`src/rtl/lifo_stack_param_pkg.sv`:
```
// Shared constants for the LIFO stack: op encoding, default sizing and count-width helper.
// Optional almost-full/almost-empty flags are enabled by defining LIFO_ALMOST_FLAGS_EN.
package lifo_pkg;

    localparam int DW_DEF    = 8;
    localparam int DEPTH_DEF = 16;

    // Encoding is {push, pop} so the decode is a plain concatenation.
    localparam logic [1:0] OP_NONE = 2'b00;
    localparam logic [1:0] OP_POP  = 2'b01;
    localparam logic [1:0] OP_PUSH = 2'b10;
    localparam logic [1:0] OP_REPL = 2'b11;

    function automatic int count_width(input int depth);
        return $clog2(depth + 1);
    endfunction

endpackage

```
`src/rtl/lifo_stack_param_if.sv`:
```
// Request/response bundle between a stack user (master) and the stack (slave).
// almost_full/almost_empty exist only when LIFO_ALMOST_FLAGS_EN is defined.
interface lifo_stack_param_if
    import lifo_pkg::*;
#(
    parameter int DW    = DW_DEF,
    parameter int DEPTH = DEPTH_DEF
);
    logic                            en;
    logic                            push;
    logic                            pop;
    logic [DW-1:0]                   din;
    logic                            clr_err;
    logic [DW-1:0]                   dout;
    logic                            dout_valid;
    logic [count_width(DEPTH)-1:0]   count;
    logic                            empty;
    logic                            full;
    logic                            overflow;
    logic                            underflow;
`ifdef LIFO_ALMOST_FLAGS_EN
    logic                            almost_full;
    logic                            almost_empty;
`endif

    modport master (
        output en, push, pop, din, clr_err,
        input  dout, dout_valid, count, empty, full, overflow, underflow
`ifdef LIFO_ALMOST_FLAGS_EN
        , input almost_full, almost_empty
`endif
    );

    modport slave (
        input  en, push, pop, din, clr_err,
        output dout, dout_valid, count, empty, full, overflow, underflow
`ifdef LIFO_ALMOST_FLAGS_EN
        , output almost_full, almost_empty
`endif
    );

endinterface

```
`src/rtl/lifo_stack_param_regfile.sv`:
```
// DEPTH x DW storage for the stack: one synchronous write port, one asynchronous read port.
// Storage is intentionally never reset.
module lifo_regfile #(
    parameter int DW    = 8,
    parameter int DEPTH = 16,
    parameter int AW    = 4
) (
    input  logic          Clk,
    input  logic          i_we,
    input  logic [AW-1:0] i_waddr,
    input  logic [DW-1:0] i_wdata,
    input  logic [AW-1:0] i_raddr,
    output logic [DW-1:0] o_rdata
);
    logic [DW-1:0] r_mem [DEPTH];

    always_ff @(posedge Clk) begin
        if (i_we) begin
            r_mem[i_waddr] <= i_wdata;
        end
    end

    assign o_rdata = r_mem[i_raddr];

endmodule

```
`src/rtl/lifo_stack_param.sv`:
```
// Parametrised LIFO stack with top-replace, registered pop data and sticky error flags.
// Define LIFO_ALMOST_FLAGS_EN to add almost_full/almost_empty outputs.
module lifo_stack_param
    import lifo_pkg::*;
#(
    parameter int DW        = DW_DEF,
    parameter int DEPTH     = DEPTH_DEF,
    parameter int AF_THRESH = 2,
    parameter int AE_THRESH = 2
) (
    input  logic               Clk,
    input  logic               Rst,
    lifo_stack_param_if.slave  bus
);
    localparam int CW = count_width(DEPTH);
    localparam int AW = $clog2(DEPTH);

    if (DW < 1 || DEPTH < 2 || AF_THRESH < 0 || AE_THRESH < 0) begin : g_param_check
        $error("lifo_stack_param: illegal parameter combination");
    end

    logic [CW-1:0] r_count;
    logic [CW-1:0] w_count_next;
    logic [DW-1:0] r_dout;
    logic          r_dout_valid;
    logic          r_overflow;
    logic          r_underflow;
    logic [1:0]    w_op;
    logic          w_empty;
    logic          w_full;
    logic          w_we;
    logic          w_rd;
    logic          w_ovf_set;
    logic          w_udf_set;
    logic [AW-1:0] w_waddr;
    logic [AW-1:0] w_top;
    logic [DW-1:0] w_rdata;

    assign w_empty = (r_count == '0);
    assign w_full  = (r_count == CW'(DEPTH));
    assign w_top   = AW'(r_count - CW'(1));

    always_comb begin
        w_op         = bus.en ? {bus.push, bus.pop} : OP_NONE;
        w_we         = 1'b0;
        w_rd         = 1'b0;
        w_ovf_set    = 1'b0;
        w_udf_set    = 1'b0;
        w_waddr      = AW'(r_count);
        w_count_next = r_count;
        case (w_op)
            OP_PUSH: begin
                if (!w_full) begin
                    w_we         = 1'b1;
                    w_count_next = r_count + CW'(1);
                end else begin
                    w_ovf_set = 1'b1;
                end
            end
            OP_POP: begin
                if (!w_empty) begin
                    w_rd         = 1'b1;
                    w_count_next = r_count - CW'(1);
                end else begin
                    w_udf_set = 1'b1;
                end
            end
            OP_REPL: begin
                // Replace the top in place; on an empty stack only the push half can execute.
                if (!w_empty) begin
                    w_we    = 1'b1;
                    w_rd    = 1'b1;
                    w_waddr = w_top;
                end else begin
                    w_we         = 1'b1;
                    w_count_next = r_count + CW'(1);
                    w_udf_set    = 1'b1;
                end
            end
            default: ;
        endcase
    end

    lifo_regfile #(
        .DW    (DW),
        .DEPTH (DEPTH),
        .AW    (AW)
    ) u_regfile (
        .Clk     (Clk),
        .i_we    (w_we),
        .i_waddr (w_waddr),
        .i_wdata (bus.din),
        .i_raddr (w_top),
        .o_rdata (w_rdata)
    );

    always_ff @(posedge Clk) begin
        if (Rst) begin
            r_count      <= '0;
            r_dout       <= '0;
            r_dout_valid <= 1'b0;
            r_overflow   <= 1'b0;
            r_underflow  <= 1'b0;
        end else begin
            r_count      <= w_count_next;
            r_dout_valid <= w_rd;
            if (w_rd) begin
                r_dout <= w_rdata;
            end
            // A fresh error outranks a clear arriving in the same cycle.
            r_overflow  <= w_ovf_set | (r_overflow  & ~bus.clr_err);
            r_underflow <= w_udf_set | (r_underflow & ~bus.clr_err);
        end
    end

    assign bus.dout       = r_dout;
    assign bus.dout_valid = r_dout_valid;
    assign bus.count      = r_count;
    assign bus.empty      = w_empty;
    assign bus.full       = w_full;
    assign bus.overflow   = r_overflow;
    assign bus.underflow  = r_underflow;

`ifdef LIFO_ALMOST_FLAGS_EN
    assign bus.almost_full  = ((DEPTH - int'(r_count)) <= AF_THRESH);
    assign bus.almost_empty = (int'(r_count) <= AE_THRESH);
`endif

endmodule

```
`src/flat_wrapper.sv`:
```
// flat-port wrapper written by rule: the top's interface ports become plain ports
module lifo_stack_param_flat import lifo_pkg::*;
#(
    parameter int DW        = DW_DEF,
    parameter int DEPTH     = DEPTH_DEF,
    parameter int AF_THRESH = 2,
    parameter int AE_THRESH = 2
)
  (Clk, Rst, bus_en, bus_push, bus_pop, bus_din, bus_clr_err, bus_dout, bus_dout_valid, bus_count, bus_empty, bus_full, bus_overflow, bus_underflow);
  lifo_stack_param_if #(.DW(DW), .DEPTH(DEPTH)) bus_i ();
  input  logic Clk;
  input  logic Rst;
  input wire logic [$bits(bus_i.en)-1:0] bus_en;
  input wire logic [$bits(bus_i.push)-1:0] bus_push;
  input wire logic [$bits(bus_i.pop)-1:0] bus_pop;
  input wire logic [$bits(bus_i.din)-1:0] bus_din;
  input wire logic [$bits(bus_i.clr_err)-1:0] bus_clr_err;
  output wire logic [$bits(bus_i.dout)-1:0] bus_dout;
  output wire logic [$bits(bus_i.dout_valid)-1:0] bus_dout_valid;
  output wire logic [$bits(bus_i.count)-1:0] bus_count;
  output wire logic [$bits(bus_i.empty)-1:0] bus_empty;
  output wire logic [$bits(bus_i.full)-1:0] bus_full;
  output wire logic [$bits(bus_i.overflow)-1:0] bus_overflow;
  output wire logic [$bits(bus_i.underflow)-1:0] bus_underflow;
  assign bus_i.en = bus_en;
  assign bus_i.push = bus_push;
  assign bus_i.pop = bus_pop;
  assign bus_i.din = bus_din;
  assign bus_i.clr_err = bus_clr_err;
  assign bus_dout = bus_i.dout;
  assign bus_dout_valid = bus_i.dout_valid;
  assign bus_count = bus_i.count;
  assign bus_empty = bus_i.empty;
  assign bus_full = bus_i.full;
  assign bus_overflow = bus_i.overflow;
  assign bus_underflow = bus_i.underflow;
  lifo_stack_param #(.DW(DW), .DEPTH(DEPTH), .AF_THRESH(AF_THRESH), .AE_THRESH(AE_THRESH)) u_core (.Clk(Clk), .Rst(Rst), .bus(bus_i));
endmodule
```
`config.mk`:
```
export PLATFORM = sky130hd
export DESIGN_NAME = lifo_stack_param_flat
export DESIGN_NICKNAME = d
export VERILOG_FILES = /design/src/rtl/lifo_stack_param_pkg.sv /design/src/rtl/lifo_stack_param_if.sv /design/src/rtl/lifo_stack_param_regfile.sv /design/src/rtl/lifo_stack_param.sv /design/src/flat_wrapper.sv
export SDC_FILE = /design/constraint.sdc
export NUM_CORES = 1
export LEC_CHECK = 0
export CAP_MARGIN = 10
export CORE_ASPECT_RATIO = 1.2
export CORE_MARGIN = 3
export CORE_UTILIZATION = 35
export CTS_CLUSTER_DIAMETER = 80
export CTS_CLUSTER_SIZE = 20
export DETAILED_ROUTE_END_ITERATION = 10
export PLACE_DENSITY = 0.62
export SLEW_MARGIN = 30
export SYNTH_ARGS = -nofsm -noshare
export SYNTH_HDL_FRONTEND = slang
export SYNTH_HIERARCHICAL = 1
export SYNTH_SLANG_ARGS = --single-unit
```
`constraint.sdc`:
```
create_clock -name Clk -period 4.3 [get_ports Clk]
set_clock_uncertainty 0.05 [all_clocks]
set_input_delay 0.645 -clock Clk [delete_from_list [all_inputs] [get_ports Clk]]
set_output_delay 0.645 -clock Clk [all_outputs]
set_load 0.05 [all_outputs]
```
# Yosys cells after proc, flatten, opt, wreduce, memory -nomap -nowiden
# Memories as Yosys holds them, arrays and structs flattened. A register that Yosys moved wholly into a read port is not among the register bits.
# Index checks and enable logic that the tools add are counted.
# totals
regBits,8
ramBits,128
input_bits,14
out_inout_bits,18
wordCells,40
memories,1
# op_classes
add_sub_neg,2
eq_ne,7
n_mux,17
n_bitwise,5
reduce_logical,4
# memory_table
name,words,width,rd,rd_ports_with_merged_regs,wr,line,source
u_core.u_regfile.r_mem,16,8,1,1,1,lifo_stack_param_regfile.sv:15,logic [DW-1:0] r_mem [DEPTH];
# op_table
operator,count
5-bit two-way mux,3
5-bit case mux with 3 select lines,1
1-bit two-way mux,9
4-bit two-way mux,2
"2-bit inequality test, second input constant",3
"5-bit by 1-bit adder with 5-bit output, second input constant",1
"5-bit == test, second input constant",1
5-bit logical NOT,1
"5-bit by 1-bit subtractor with 5-bit output, second input constant",1
"2-bit == test, second input constant",2
4-bit AND reduction,1
3-bit nonzero test,1
1-bit AND,2
"2-bit by 1-bit == test with 1-bit output, second input constant",1
2-bit two-way mux,1
1-bit bitwise OR,2
1-bit case mux with 2 select lines,1
2-bit OR reduction,1
1-bit inverter,1

# Depth between registers and ports, before layout
# Gate-level depths: netlist of run 1.
# depth
depth_word,5
mapped_depth,9
mapped_depth_nobuf,8

# Modules after synthesis
# The synthesis of run 1 kept the hierarchy.
# modules_own_cells
module,n_inst,cells_per_inst,area_each_um2,seq_area_each_um2
lifo_regfile,1,221,4987.3,3843.7
lifo_stack_param,1,97,843.3,320.3

# Worst setup path before layout of run 1
# Ideal clock, no wire load.
# synth_timing
path_kind,reg-to-reg
startpoint,"reg u_core.r_count[0], in the netlist u_core/bus.count[0]"
endpoint,"mem u_core.u_regfile.r_mem[0][0], enable pin"
setup_time_ns,0.383
arrival_ns,4.771
t_required_ns,3.867
path_slack_ns,-0.904
stages_incl_launch_ff,9
path_buffers,0
period_less_slack_ns,5.204
path_cell_list,dfxtp_1 -> inv_1 -> ha_1 -> nor4b_1 -> nor2_1 -> a21oi_1 -> nor2_1 -> or3b_2 -> nor3_1
# synth_via
word_cells_on_any_way,9
cone_classes,add/sub (1); eq/ne (1); mux (6); reduce/logical (1)
# synth_rtl
item,line,source
"start, declared",lifo_stack_param.sv:22,logic [CW-1:0] r_count;
"start signal, assigned",lifo_stack_param.sv:105,r_count <= w_count_next;
5-bit by 1-bit subtractor with 5-bit output,lifo_stack_param.sv:41,assign w_top = AW'(r_count - CW'(1));
net u_core.w_top[0],lifo_stack_param.sv:36,logic [AW-1:0] w_top;
4-bit two-way mux,lifo_stack_param.sv:70,if (!w_empty) begin
4-bit two-way mux,lifo_stack_param.sv:51,case (w_op)
"end, declared",lifo_stack_param_regfile.sv:15,
# The timed path passes the listed nets, and every way through them passes these cells.

# Worst setup path in the final report of run 1
# layout_timing
startpoint,"reg u_core.r_count[0], in the netlist u_core/bus.count[0]"
endpoint,out bus_full
# layout_via
elab_chain_len,1
# layout_rtl
item,line,source
5-bit == test,lifo_stack_param.sv:40,assign w_full = (r_count == CW'(DEPTH));
"end, declared",flat_wrapper.sv:22,output wire logic [$bits(bus_i.full)-1:0] bus_full;
# Every way passes these cells.

==> results.py, run 1 <==
metrics = {
    "worst_setup_path": {
        "reg2reg_slack_ns": 1.05,
        "crit_required_ns": 3.61,
        "crit_family": "buffers and inverters",
        "worstPathMaxFanout": 7,
        "crit_start": "u_core/bus.count[0]$_SDFFE_PP0P_",
        "crit_buf_inv": 3,
        "crit_type": "flop to primary output",
        "regToRegEndpoint": "u_core/u_regfile/r_mem[1][1]$_DFFE_PP_",
        "cp-end-kind": "primary output",
        "critPathArrivalTime_ns": 2.72,
        "path_cells": "inv_2 -> ha_1 -> or3b_4 -> or2_2 -> inv_1 -> clkdlybuf4s50_1",
        "path_depth": 6,
        "max_stage_delay_ns": 0.79,
        "crit_slowest_cell": "clkdlybuf4s50_1",
        "r2r_start": "u_core/bus.count[0]$_SDFFE_PP0P_",
        "start_kind": "flop",
        "reg2regPathDepth": 8,
    },
    "timing": {
        "hold_violations": 0,
        "max_slew.worst_pin.slew_ns": 0.916,
        "period_needed_ns": 3.42,
        "final_max_slew_viol_count": 0,
        "fin_hold_ws_ns": 0.443,
        "rsz0062_at_grt": "no",
        "finalCritPeriodShare_pct": 79.4,
        "max_freq_mhz": 293,
        "final.setup.tns_ns": 0,
        "setup_viol": 0,
        "max_slew_margin_pct": 38.7,
    },
    "logic_synthesis": {
        "yosys_register_bits": 144,
        "ys_types": 42,
        "avgSynthCellArea_um2": 18.3,
        "yosys_warnings": 6,
        "yosysSeqAreaShare_pct": 71.4,
        "synth_nets": 334,
        "syn_area_um2": 5830,
        "synthCells": 318,
    },
    "power": {
        "ir_drop_mv": 0.284,
        "pwr-share-clk_pct": 44.7,
        "p_leak_nw": 2.34,
        "power_switching_share_pct": 22.1,
        "power.density_nw_per_um2": 491,
        "p_seq_share_pct": 45.1,
        "p_comb_share_pct": 10.2,
        "p_int_mw": 2.68,
        "p_sw_uw": 760,
    },
    "layout": {
        "multi_input_area_um2": 1540,
        "fillers": 1409,
        "layoutNonFillerInstCount": 589,
        "nets": 380,
        "final-seq-area_um2": 4160,
        "areaGrowthSynthToFinish_pct": 20.3,
        "mostFrequentLayoutCell": "edfxtp_1",
        "n_antenna_cell": 0,
        "drive_above_1_share_pct": 18.6,
        "layout_common_cells": "edfxtp_1, clkdlybuf4s50_1, nor2_1",
    },
    "worst_hold_path": {
        "worstHoldStart": "u_core/bus.dout[0]$_SDFFE_PP0P_",
        "hold_end": "u_core/bus.dout[0]$_SDFFE_PP0P_",
        "hold_depth": 2,
        "hold_class": "flop to flop",
    },
    "detailed_routing": {
        "drc": 0,
        "drt_wl_total_mm": 12.1,
        "drt_first_pass_iters": 4,
        "drtAntennaViolNets": 0,
        "drt_iter0_markers": 205,
        "vias_per_cell": 5.18,
        "route.vias.total": 3052,
        "wl_per_cell_um": 20.5,
    },
    "die": {
        "fp.dieW_um": 124,
        "rows": 51,
        "coreArea_um2": 16300,
        "pin_count": 32,
        "die-area_um2": 18300,
        "start_util_pct": 35.8,
        "die_h_um": 147,
    },
    "placement": {
        "gp_congestion": 0.817,
        "dp_cells": 557,
        "hpwl_mm": 7.78,
        "io_buffers": 31,
    },
    "clock_network": {
        "cts_sinks": 144,
        "cts_tree": "built",
        "cts_resized": 0,
        "cts_buffer_depth": 2,
        "numCtsBuffers": 17,
        "ctsHoldBuffers": 0,
        "cts_setup_buffers": 0,
        "cts_root_buffer": "clkbuf_16",
        "clkTransAtPathRegs_ns": 0.06,
        "clk-insertion-delay-late_ns": 0.42,
        "htree_levels": 4,
    },
    "global_route": {
        "antenna_found_initial": 0,
        "grt_pass1_vias": 3101,
        "grt_pass1_wl_mm": 18.8,
        "grt_max_degree": 34,
        "grt_usage_pct": 14.4,
        "overflow": 0,
    },
    "job": {
        "drv_cap": 0,
    },
    "status": {
        "status": "finished, final reports clean",
    },
}
## stage by stage
step | setup slack [ns] | util (%) | power [mW] | instance area [µm²]
after floorplan | 0.111 | - | 1.83 | 5840
after global placement | 0.890 | 39.2 | 1.93 | 6380
after detailed placement | 0.741 | 39.2 | 1.93 | 6380
after CTS | 0.856 | 43.1 | 3.47 | 7020
after global routing | 0.724 | 43.1 | 3.58 | 7020
final | 0.884 | 43.1 | 3.44 | 7020
## cell usage after synthesis
| master | n | share of area (%) |
|---|---|---|
| mux4_2 | 18 | 7.0 |
| a21oi_1 | 7 | 0.60 |
| o21ai_0 | 4 | 0.34 |
| edfxtp_1 | 128 | 66 |
| clkdlybuf4s25_2 | 3 | 0.52 |
| ha_1 | 2 | 0.43 |
| o31ai_1 | 2 | 0.26 |
| nor2b_1 | 1 | 0.11 |
| a22o_1 | 1 | 0.15 |
| or2_2 | 1 | 0.11 |
| and2_1 | 1 | 0.11 |
| clkbuf_1 | 2 | 0.13 |
| or3_1 | 1 | 0.11 |
| or3_2 | 1 | 0.13 |
| buf_1 | 1 | 0.064 |
| o32a_1 | 1 | 0.17 |
| nand3b_1 | 3 | 0.39 |
| mux4_1 | 14 | 6.3 |
| nor2_1 | 30 | 1.9 |
| nand2_1 | 12 | 0.77 |
| or3b_2 | 1 | 0.15 |
| xor2_1 | 3 | 0.45 |
| and2b_1 | 1 | 0.13 |
| mux2i_1 | 10 | 1.7 |
| nor2_2 | 1 | 0.11 |
| buf_2 | 3 | 0.26 |
| and3_2 | 1 | 0.13 |
| xnor2_1 | 2 | 0.30 |
| or4_1 | 3 | 0.39 |
| nor3_1 | 6 | 0.52 |
| nor4b_1 | 1 | 0.15 |
| buf_4 | 1 | 0.13 |
| nand2b_1 | 2 | 0.21 |
| inv_1 | 7 | 0.45 |
| a31o_4 | 1 | 0.30 |
| a22oi_1 | 16 | 2.1 |
| mux2_2 | 1 | 0.19 |
| a32oi_1 | 1 | 0.15 |
| dfxtp_1 | 16 | 5.5 |
| nand3_1 | 3 | 0.26 |
| or3b_4 | 1 | 0.19 |
| buf_6 | 4 | 0.77 |
## sequential cells by signal, indices dropped and copies added, names as in the netlist
| name | flops |
|---|---|
| u_core/bus.underflow | 1 |
| u_core/bus.overflow | 1 |
| u_core/bus.dout_valid | 1 |
| u_core/bus.dout | 8 |
| u_core/bus.count | 5 |
| u_core/u_regfile/r_mem | 128 |
## layout make-up
class | count | area share [%]
timing repair buffer | 41 | 5.49
clock buffer | 19 | 6.46
sequential | 144 | 59.4
clock inverter | 13 | 2.62
multi-input combinational | 153 | 21.9
inverter | 7 | 0.375
tap | 212 | 3.78
## power groups by stage
| stage | sequential [mW] | combinational (mW) | clock [mW] |
|---|---|---|---|
| 2_1_floorplan | 1.60 | 0.228 | 0 |
| 3_3_place_gp | 1.58 | 0.349 | 0 |
| 3_5_place_dp | 1.58 | 0.353 | 0 |
| 4_1_cts | 1.55 | 0.355 | 1.57 |
| 5_1_grt | 1.55 | 0.381 | 1.64 |
| 6_report | 1.55 | 0.350 | 1.54 |
## kinds of logic (layout without fill, tap and decap cells)
group | after synthesis | in the layout | synth area share (%)
flip-flops | 144 | 144 | 71.4
AND/OR/NAND/NOR | 70 | 70 | 5.88
multiplexers | 43 | 43 | 15.2
AO/OA/AOI/OAI | 33 | 33 | 4.03
buffers and inverters | 21 | 80 | 2.32
XOR/XNOR | 5 | 5 | 0.751
adder cells (fa/ha/maj) | 2 | 2 | 0.429
## worst reg2reg max path: cells and delay by family, from the launching register on
family | cells | cell delay (ns)
fa+ha+maj | 1 | 0.26
flops | 1 | 0.37
buf+inv | 1 | 0.08
simple gates | 5 | 1.94
compound gates | 1 | 0.18
## worst max-delay path by stage
stage | endpoint | slack, ns
2_1_floorplan | u_core/u_regfile/r_mem[0][0]$_DFFE_PP_ | 0.11
3_3_place_gp | u_core/u_regfile/r_mem[11][4]$_DFFE_PP_ | 0.89
5_1_grt | u_core/u_regfile/r_mem[1][3]$_DFFE_PP_ | 0.72
4_1_cts | bus_full | 0.86
6_report | bus_full | 0.88
3_5_place_dp | u_core/u_regfile/r_mem[11][4]$_DFFE_PP_ | 0.74
## layer usage
metal  wire [µm]  track usage (%)  vias to the layer above  part of all wire, %
met5           0                0                        -                    0
met4         269             6.26                        0                  2.2
met3         761             4.17                       18                  6.3
met2        6060             22.3                      106                   50
met1        5000             19.0                     1545                   41
li1            -                -                     1383                    -
Power figures use the tool's default switching activity.
==> run 2, diff against run 1 <==
==> constraint.sdc (replaced) <==
create_clock -name Clk -period 3.4 [get_ports Clk]
set_clock_uncertainty 0.05 [all_clocks]
set_input_delay 0.51 -clock Clk [delete_from_list [all_inputs] [get_ports Clk]]
set_output_delay 0.51 -clock Clk [all_outputs]
set_load 0.05 [all_outputs]
==> run 2 against run 1 <==
  * Core utilization up 0.39 points
  * First-iteration DRC count grew 29%
  * Routed wire length shrank 5.2%
  * Critical path depth grew 3
  * Die area is the same
  * Worst hold slack got worse by 0.0077 ns
  * Clock-buffer cell count grew 7
  * Flip-flop and latch count stayed put
  * Largest power group unchanged
  * Register-to-register slack got worse by 0.43 ns
  * Cell count grew 1.5%
==> results.py, run 2 (synthesis results as in run 1) <==
metrics = {
    "worst_setup_path": {
        "r2r_start": "u_core/bus.count[0]$_SDFFE_PP0P_",
        "reg2reg_slack_ns": 0.62,
        "start_kind": "flop",
        "crit_start": "u_core/bus.count[0]$_SDFFE_PP0P_",
        "critPathArrivalTime_ns": 2.84,
        "cp-end-kind": "flop",
        "worstPathMaxFanout": 8,
        "regToRegEndpoint": "u_core/u_regfile/r_mem[0][0]$_DFFE_PP_",
        "crit_type": "flop to flop",
        "reg2regPathDepth": 9,
        "crit_required_ns": 3.46,
    },
    "worst_hold_path": {
        "hold_class": "flop to flop",
        "hold_depth": 2,
        "worstHoldStart": "u_core/bus.underflow$_SDFF_PP0_",
        "hold_end": "u_core/bus.underflow$_SDFF_PP0_",
    },
    "layout": {
        "largest_register_ffs": 128,
        "fillers": 1417,
        "layout_common_cells": "edfxtp_1, nor2_1, clkdlybuf4s50_1",
        "drive_above_1_share_pct": 21.0,
        "layoutNonFillerInstCount": 598,
        "mostFrequentLayoutCell": "edfxtp_1",
        "n_antenna_cell": 0,
        "fin_area_um2": 7080,
        "nets": 389,
        "final_util_pct": 43.5,
        "areaGrowthSynthToFinish_pct": 21.4,
        "largest-register": "u_core/u_regfile/r_mem",
    },
    "die": {
        "start_util_pct": 35.8,
        "pin_count": 32,
        "fp.dieW_um": 124,
        "coreArea_um2": 16300,
        "die-area_um2": 18300,
        "die_h_um": 147,
        "rows": 51,
    },
    "detailed_routing": {
        "wl_per_cell_um": 19.2,
        "route.vias.total": 3035,
        "drt_iter0_markers": 264,
        "drc": 0,
        "drt_first_pass_iters": 4,
        "vias_per_cell": 5.08,
        "drtAntennaViolNets": 0,
        "drt_wl_total_mm": 11.5,
    },
    "global_route": {
        "grt_pass1_wl_mm": 18.0,
        "overflow": 0,
        "grt_max_degree": 34,
        "grt_usage_pct": 13.5,
        "antenna_found_initial": 0,
        "grt_pass1_vias": 3204,
    },
    "placement": {
        "io_buffers": 31,
        "hpwl_mm": 7.20,
        "gp_congestion": 0.731,
        "dp_cells": 566,
        "dpl_cell_area_um2": 6470,
    },
    "power": {
        "power.density_nw_per_um2": 597,
        "p_leak_nw": 2.40,
        "ir_drop_mv": 0.327,
    },
    "timing": {
        "finalCritPeriodShare_pct": 81.8,
        "max_slew_margin_pct": 49.9,
        "max_slew.worst_pin.slew_ns": 0.748,
        "hold_violations": 0,
        "max_freq_mhz": 360,
        "rsz0062_at_grt": "no",
        "setup_viol": 0,
        "final_max_slew_viol_count": 0,
        "period_needed_ns": 2.78,
    },
    "job": {
        "drv_cap": 0,
    },
    "clock_network": {
        "cts_resized": 0,
        "clkTransAtPathRegs_ns": 0.06,
        "cts_buffer_depth": 2,
        "htree_levels": 4,
        "ctsHoldBuffers": 0,
        "cts_tree": "built",
        "cts_setup_buffers": 0,
        "numCtsBuffers": 17,
        "clk-insertion-delay-late_ns": 0.40,
        "cts_root_buffer": "clkbuf_16",
        "cts_sinks": 144,
    },
    "status": {
        "status": "finished, final reports clean",
    },
}
==> run 2: cell count changes in the layout (fill, tap and decap cells not counted), moves of 2 or more <==
cell,previous run,this run
clkbuf_8,2,5
clkdlybuf4s50_1,31,29
bufinv_16,4,0
buf_4,10,20
clkbuf_16,17,20
==> run 2: stage by stage <==
step	setup slack, ns	hold slack, ns	TNS [ns]	power, mW
4_1_cts	0.607	0.441	0	4.27
2_1_floorplan	-0.101	0.559	-3.66	2.32
6_report	0.620	0.435	0	4.23
3_3_place_gp	0.439	0.433	0	2.45
5_1_grt	0.359	0.494	0	4.38
3_5_place_dp	0.378	0.428	0	2.46
==> run 2: layout make-up <==
type                    instances  area (µm²)  share of cell area, %
inverters                       7        26.3                  0.371
clock buffers                  26         573                   8.09
multi-input cells             153        1550                   21.9
clock inverters                 6        38.8                  0.548
flip-flops and latches        144        4160                   58.8
well taps                     212         265                   3.75
repair buffers                 50         460                   6.50
==> run 2: where the power goes <==
| part | internal (mW) | total, mW | switching [mW] | leakage, nW |
|---|---|---|---|---|
| clock | 1.16 | 1.81 | 0.650 | 0.300 |
| sequential | 1.95 | 1.96 | 0.0125 | 1.28 |
| combinational | 0.181 | 0.454 | 0.273 | 0.817 |
==> run 2: worst max-delay path by stage <==
stage,depth (start not counted),slack [ns],to
2_1_floorplan,8,-0.10,u_core/u_regfile/r_mem[3][0]$_DFFE_PP_
3_3_place_gp,8,0.44,u_core/u_regfile/r_mem[7][5]$_DFFE_PP_
3_5_place_dp,8,0.38,u_core/u_regfile/r_mem[7][5]$_DFFE_PP_
4_1_cts,9,0.61,u_core/u_regfile/r_mem[0][7]$_DFFE_PP_
5_1_grt,9,0.36,u_core/u_regfile/r_mem[0][0]$_DFFE_PP_
6_report,9,0.62,u_core/u_regfile/r_mem[0][0]$_DFFE_PP_
==> run 2: critical path, cell delays in order (launching register included) <==
cell and delay [ns]:
dfxtp_1 0.38, inv_2 0.08, ha_1 0.27, nor4b_4 0.38, nor2_1 0.19, a21oi_1 0.17, nor2_1 0.10, or3b_2 0.53
nor3_2 0.12, buf_4 0.21
==> run 2: routing by layer <==
layer	share of wire (%)	global-route usage (%)	vias to the layer above
li1	-	-	1392
met1	40	17.2	1527
met2	51	22.0	95
met3	6.9	2.87	21
met4	2.7	6.26	0
met5	0	0	-
==> run 3, diff against run 2 <==
--- a/config.mk
+++ b/config.mk
@@ -12,7 +12,7 @@
 export CTS_CLUSTER_DIAMETER = 80
 export CTS_CLUSTER_SIZE = 20
 export DETAILED_ROUTE_END_ITERATION = 10
-export PLACE_DENSITY = 0.62
+export PLACE_DENSITY = 0.64
 export SLEW_MARGIN = 30
 export SYNTH_ARGS = -nofsm -noshare
 export SYNTH_HDL_FRONTEND = slang
==> constraint.sdc (replaced) <==
create_clock -name Clk -period 2.35 [get_ports Clk]
set_clock_uncertainty 0.05 [all_clocks]
set_input_delay 0.3525 -clock Clk [delete_from_list [all_inputs] [get_ports Clk]]
set_output_delay 0.3525 -clock Clk [all_outputs]
set_load 0.05 [all_outputs]
==> run 3 against run 2 <==
  * Routed wire length increased by 8.0%
  * Clock-buffer cell count decreased by 8
  * Combinational power increased by 76%
  * Die area unchanged
  * Core utilization increased by 2.5 points
  * Non-clock buffer count increased by 31
  * Global-route usage increased by 1.1 points
  * Highest routed layer unchanged
  * Final area increased by 5.8%
  * Flip-flop and latch count unchanged
==> results.py, run 3 (synthesis results as in run 1) <==
metrics = {
    "status": {
        "status": "finished, final reports clean",
    },
    "global_route": {
        "antenna_found_initial": 0,
        "grt_max_degree": 34,
        "grt_usage_pct": 14.6,
        "overflow": 0,
        "grt_pass1_wl_mm": 19.1,
        "grt_pass1_vias": 3322,
    },
    "layout": {
        "nets": 420,
        "layout_common_cells": "edfxtp_1, buf_4, clkdlybuf4s50_1",
        "n_antenna_cell": 0,
        "fillers": 1386,
        "fin_area_um2": 7490,
        "areaGrowthSynthToFinish_pct": 28.5,
        "mostFrequentLayoutCell": "edfxtp_1",
        "largest_register_ffs": 128,
        "largest-register": "u_core/u_regfile/r_mem",
        "drive_above_1_share_pct": 31.9,
        "final_util_pct": 46.0,
    },
    "worst_setup_path": {
        "path_cells": "inv_4 -> ha_4 -> nor4b_4 -> nor2_4 -> a22o_1 -> or3b_4 -> nor3_4 -> buf_12",
        "regToRegEndpoint": "u_core/u_regfile/r_mem[0][5]$_DFFE_PP_",
        "start_kind": "flop",
        "max_stage_delay_ns": 0.44,
        "crit_type": "flop to flop",
        "critPathArrivalTime_ns": 2.40,
        "worstPathMaxFanout": 8,
        "crit_required_ns": 2.44,
        "reg2regPathDepth": 8,
        "r2r_start": "u_core/bus.count[1]$_SDFFE_PP0P_",
        "crit_start": "u_core/bus.count[1]$_SDFFE_PP0P_",
        "crit_slowest_cell": "or3b_4",
        "critPathCapture": "u_core/u_regfile/r_mem[0][5]$_DFFE_PP_",
        "reg2reg_slack_ns": 0.03,
        "cp-end-kind": "flop",
    },
    "die": {
        "coreArea_um2": 16300,
        "fp.dieW_um": 124,
        "die_h_um": 147,
        "start_util_pct": 35.8,
        "rows": 51,
        "die-area_um2": 18300,
        "pin_count": 32,
    },
    "clock_network": {
        "clkTransAtPathRegs_ns": 0.06,
        "cts_tree": "built",
        "ctsHoldBuffers": 0,
        "numCtsBuffers": 17,
        "clk-insertion-delay-late_ns": 0.42,
        "cts_sinks": 144,
        "cts_root_buffer": "clkbuf_16",
        "cts_buffer_depth": 2,
        "htree_levels": 4,
    },
    "placement": {
        "hpwl_mm": 8.45,
        "dpl_cell_area_um2": 6840,
        "io_buffers": 31,
        "gp_congestion": 0.832,
    },
    "worst_hold_path": {
        "hold_class": "flop to flop",
    },
    "detailed_routing": {
        "drc": 0,
        "wl_per_cell_um": 19.7,
        "drt_iter0_markers": 208,
        "drtAntennaViolNets": 0,
        "route.vias.total": 3203,
        "drt_wl_total_mm": 12.4,
        "vias_per_cell": 5.09,
        "drt_first_pass_iters": 4,
    },
    "timing": {
        "max_freq_mhz": 432,
        "final_max_slew_viol_count": 0,
        "final.setup.tns_ns": 0,
        "finalCritPeriodShare_pct": 98.5,
        "max_slew.worst_pin.slew_ns": 0.663,
        "setup_viol": 0,
        "period_needed_ns": 2.32,
        "hold_violations": 0,
        "max_slew_margin_pct": 55.7,
        "fin_hold_ws_ns": 0.465,
        "rsz0062_at_grt": "yes",
    },
    "power": {
        "power.density_nw_per_um2": 834,
        "ir_drop_mv": 0.513,
        "p_leak_nw": 2.59,
        "fin_total_pwr_mw": 6.25,
    },
    "job": {
        "drv_cap": 0,
    },
}
-- run 3: cell count changes in the layout (fill, tap and decap cells not counted), sizes merged --
cell,previous run,this run
bufinv,0,2
clkinvlp,2,3
inv,7,10
clkbuf,26,18
buf,21,52
clkinv,4,6
-- run 3: critical path, delay by kind of cell, from the launching register on --
family | cells | cell delay (ns)
AND/OR/NAND/NOR | 4 | 1.03
flip-flops | 1 | 0.37
AO/OA/AOI/OAI | 1 | 0.23
buffers and inverters | 2 | 0.21
adder cells (fa/ha/maj) | 1 | 0.13
-- run 3: how the worst min path moves through the flow --
stage	slack (ns)	end	startpoint	cells after the start
after floorplan	0.40	u_core/u_regfile/r_mem[0][0]$_DFFE_PP_	bus_din[0]	0
after global placement	0.42	u_core/bus.underflow$_SDFF_PP0_	u_core/bus.underflow$_SDFF_PP0_	2
after detailed placement	0.46	u_core/bus.dout[0]$_SDFFE_PP0P_	u_core/bus.dout[0]$_SDFFE_PP0P_	2
after CTS	0.47	u_core/bus.dout[0]$_SDFFE_PP0P_	u_core/bus.dout[0]$_SDFFE_PP0P_	2
after global routing	0.50	u_core/bus.dout[2]$_SDFFE_PP0P_	u_core/bus.dout[2]$_SDFFE_PP0P_	2
final	0.47	u_core/bus.dout[0]$_SDFFE_PP0P_	u_core/bus.dout[0]$_SDFFE_PP0P_	2
-- run 3: through the flow --
step	cells	worst slack (ns)
6_report	629	0.0348
5_1_grt	629	-0.0402
4_1_cts	626	0.000540
3_5_place_dp	594	-0.257
3_3_place_gp	594	-0.212
2_1_floorplan	318	-0.542
-- run 3: timing repair --
action	CTS	global route
pin swaps	1	4
gates resized for setup	2	12
setup buffers	0	3
endpoints found under the setup margin	33	107
endpoints found under the hold margin	0	0
-- run 3: area by class of cell --
| cell class | instances | area, µm² | area share [%] |
|---|---|---|---|
| clock buffers | 18 | 429 | 5.73 |
| clock inverters | 14 | 156 | 2.09 |
| inverters | 7 | 33.8 | 0.451 |
| multi-input cells | 153 | 1640 | 21.9 |
| flip-flops and latches | 144 | 4170 | 55.7 |
| well taps | 212 | 265 | 3.54 |
| repair buffers | 81 | 792 | 10.6 |
-- run 3: routing by layer --
metal | wire, µm | track usage (%) | up-vias
li1 | - | - | 1469
met1 | 5100 | 18.0 | 1656
met2 | 6690 | 25.1 | 65
met3 | 471 | 3.41 | 13
met4 | 123 | 4.99 | 0
met5 | 0 | 0 | -
-- run 3: report_power, final --
group	internal [mW]	switching (mW)	leakage, nW	total (mW)
logic	0.364	0.437	1.03	0.801
clock network	1.57	1.03	0.275	2.61
registers	2.82	0.0198	1.29	2.84
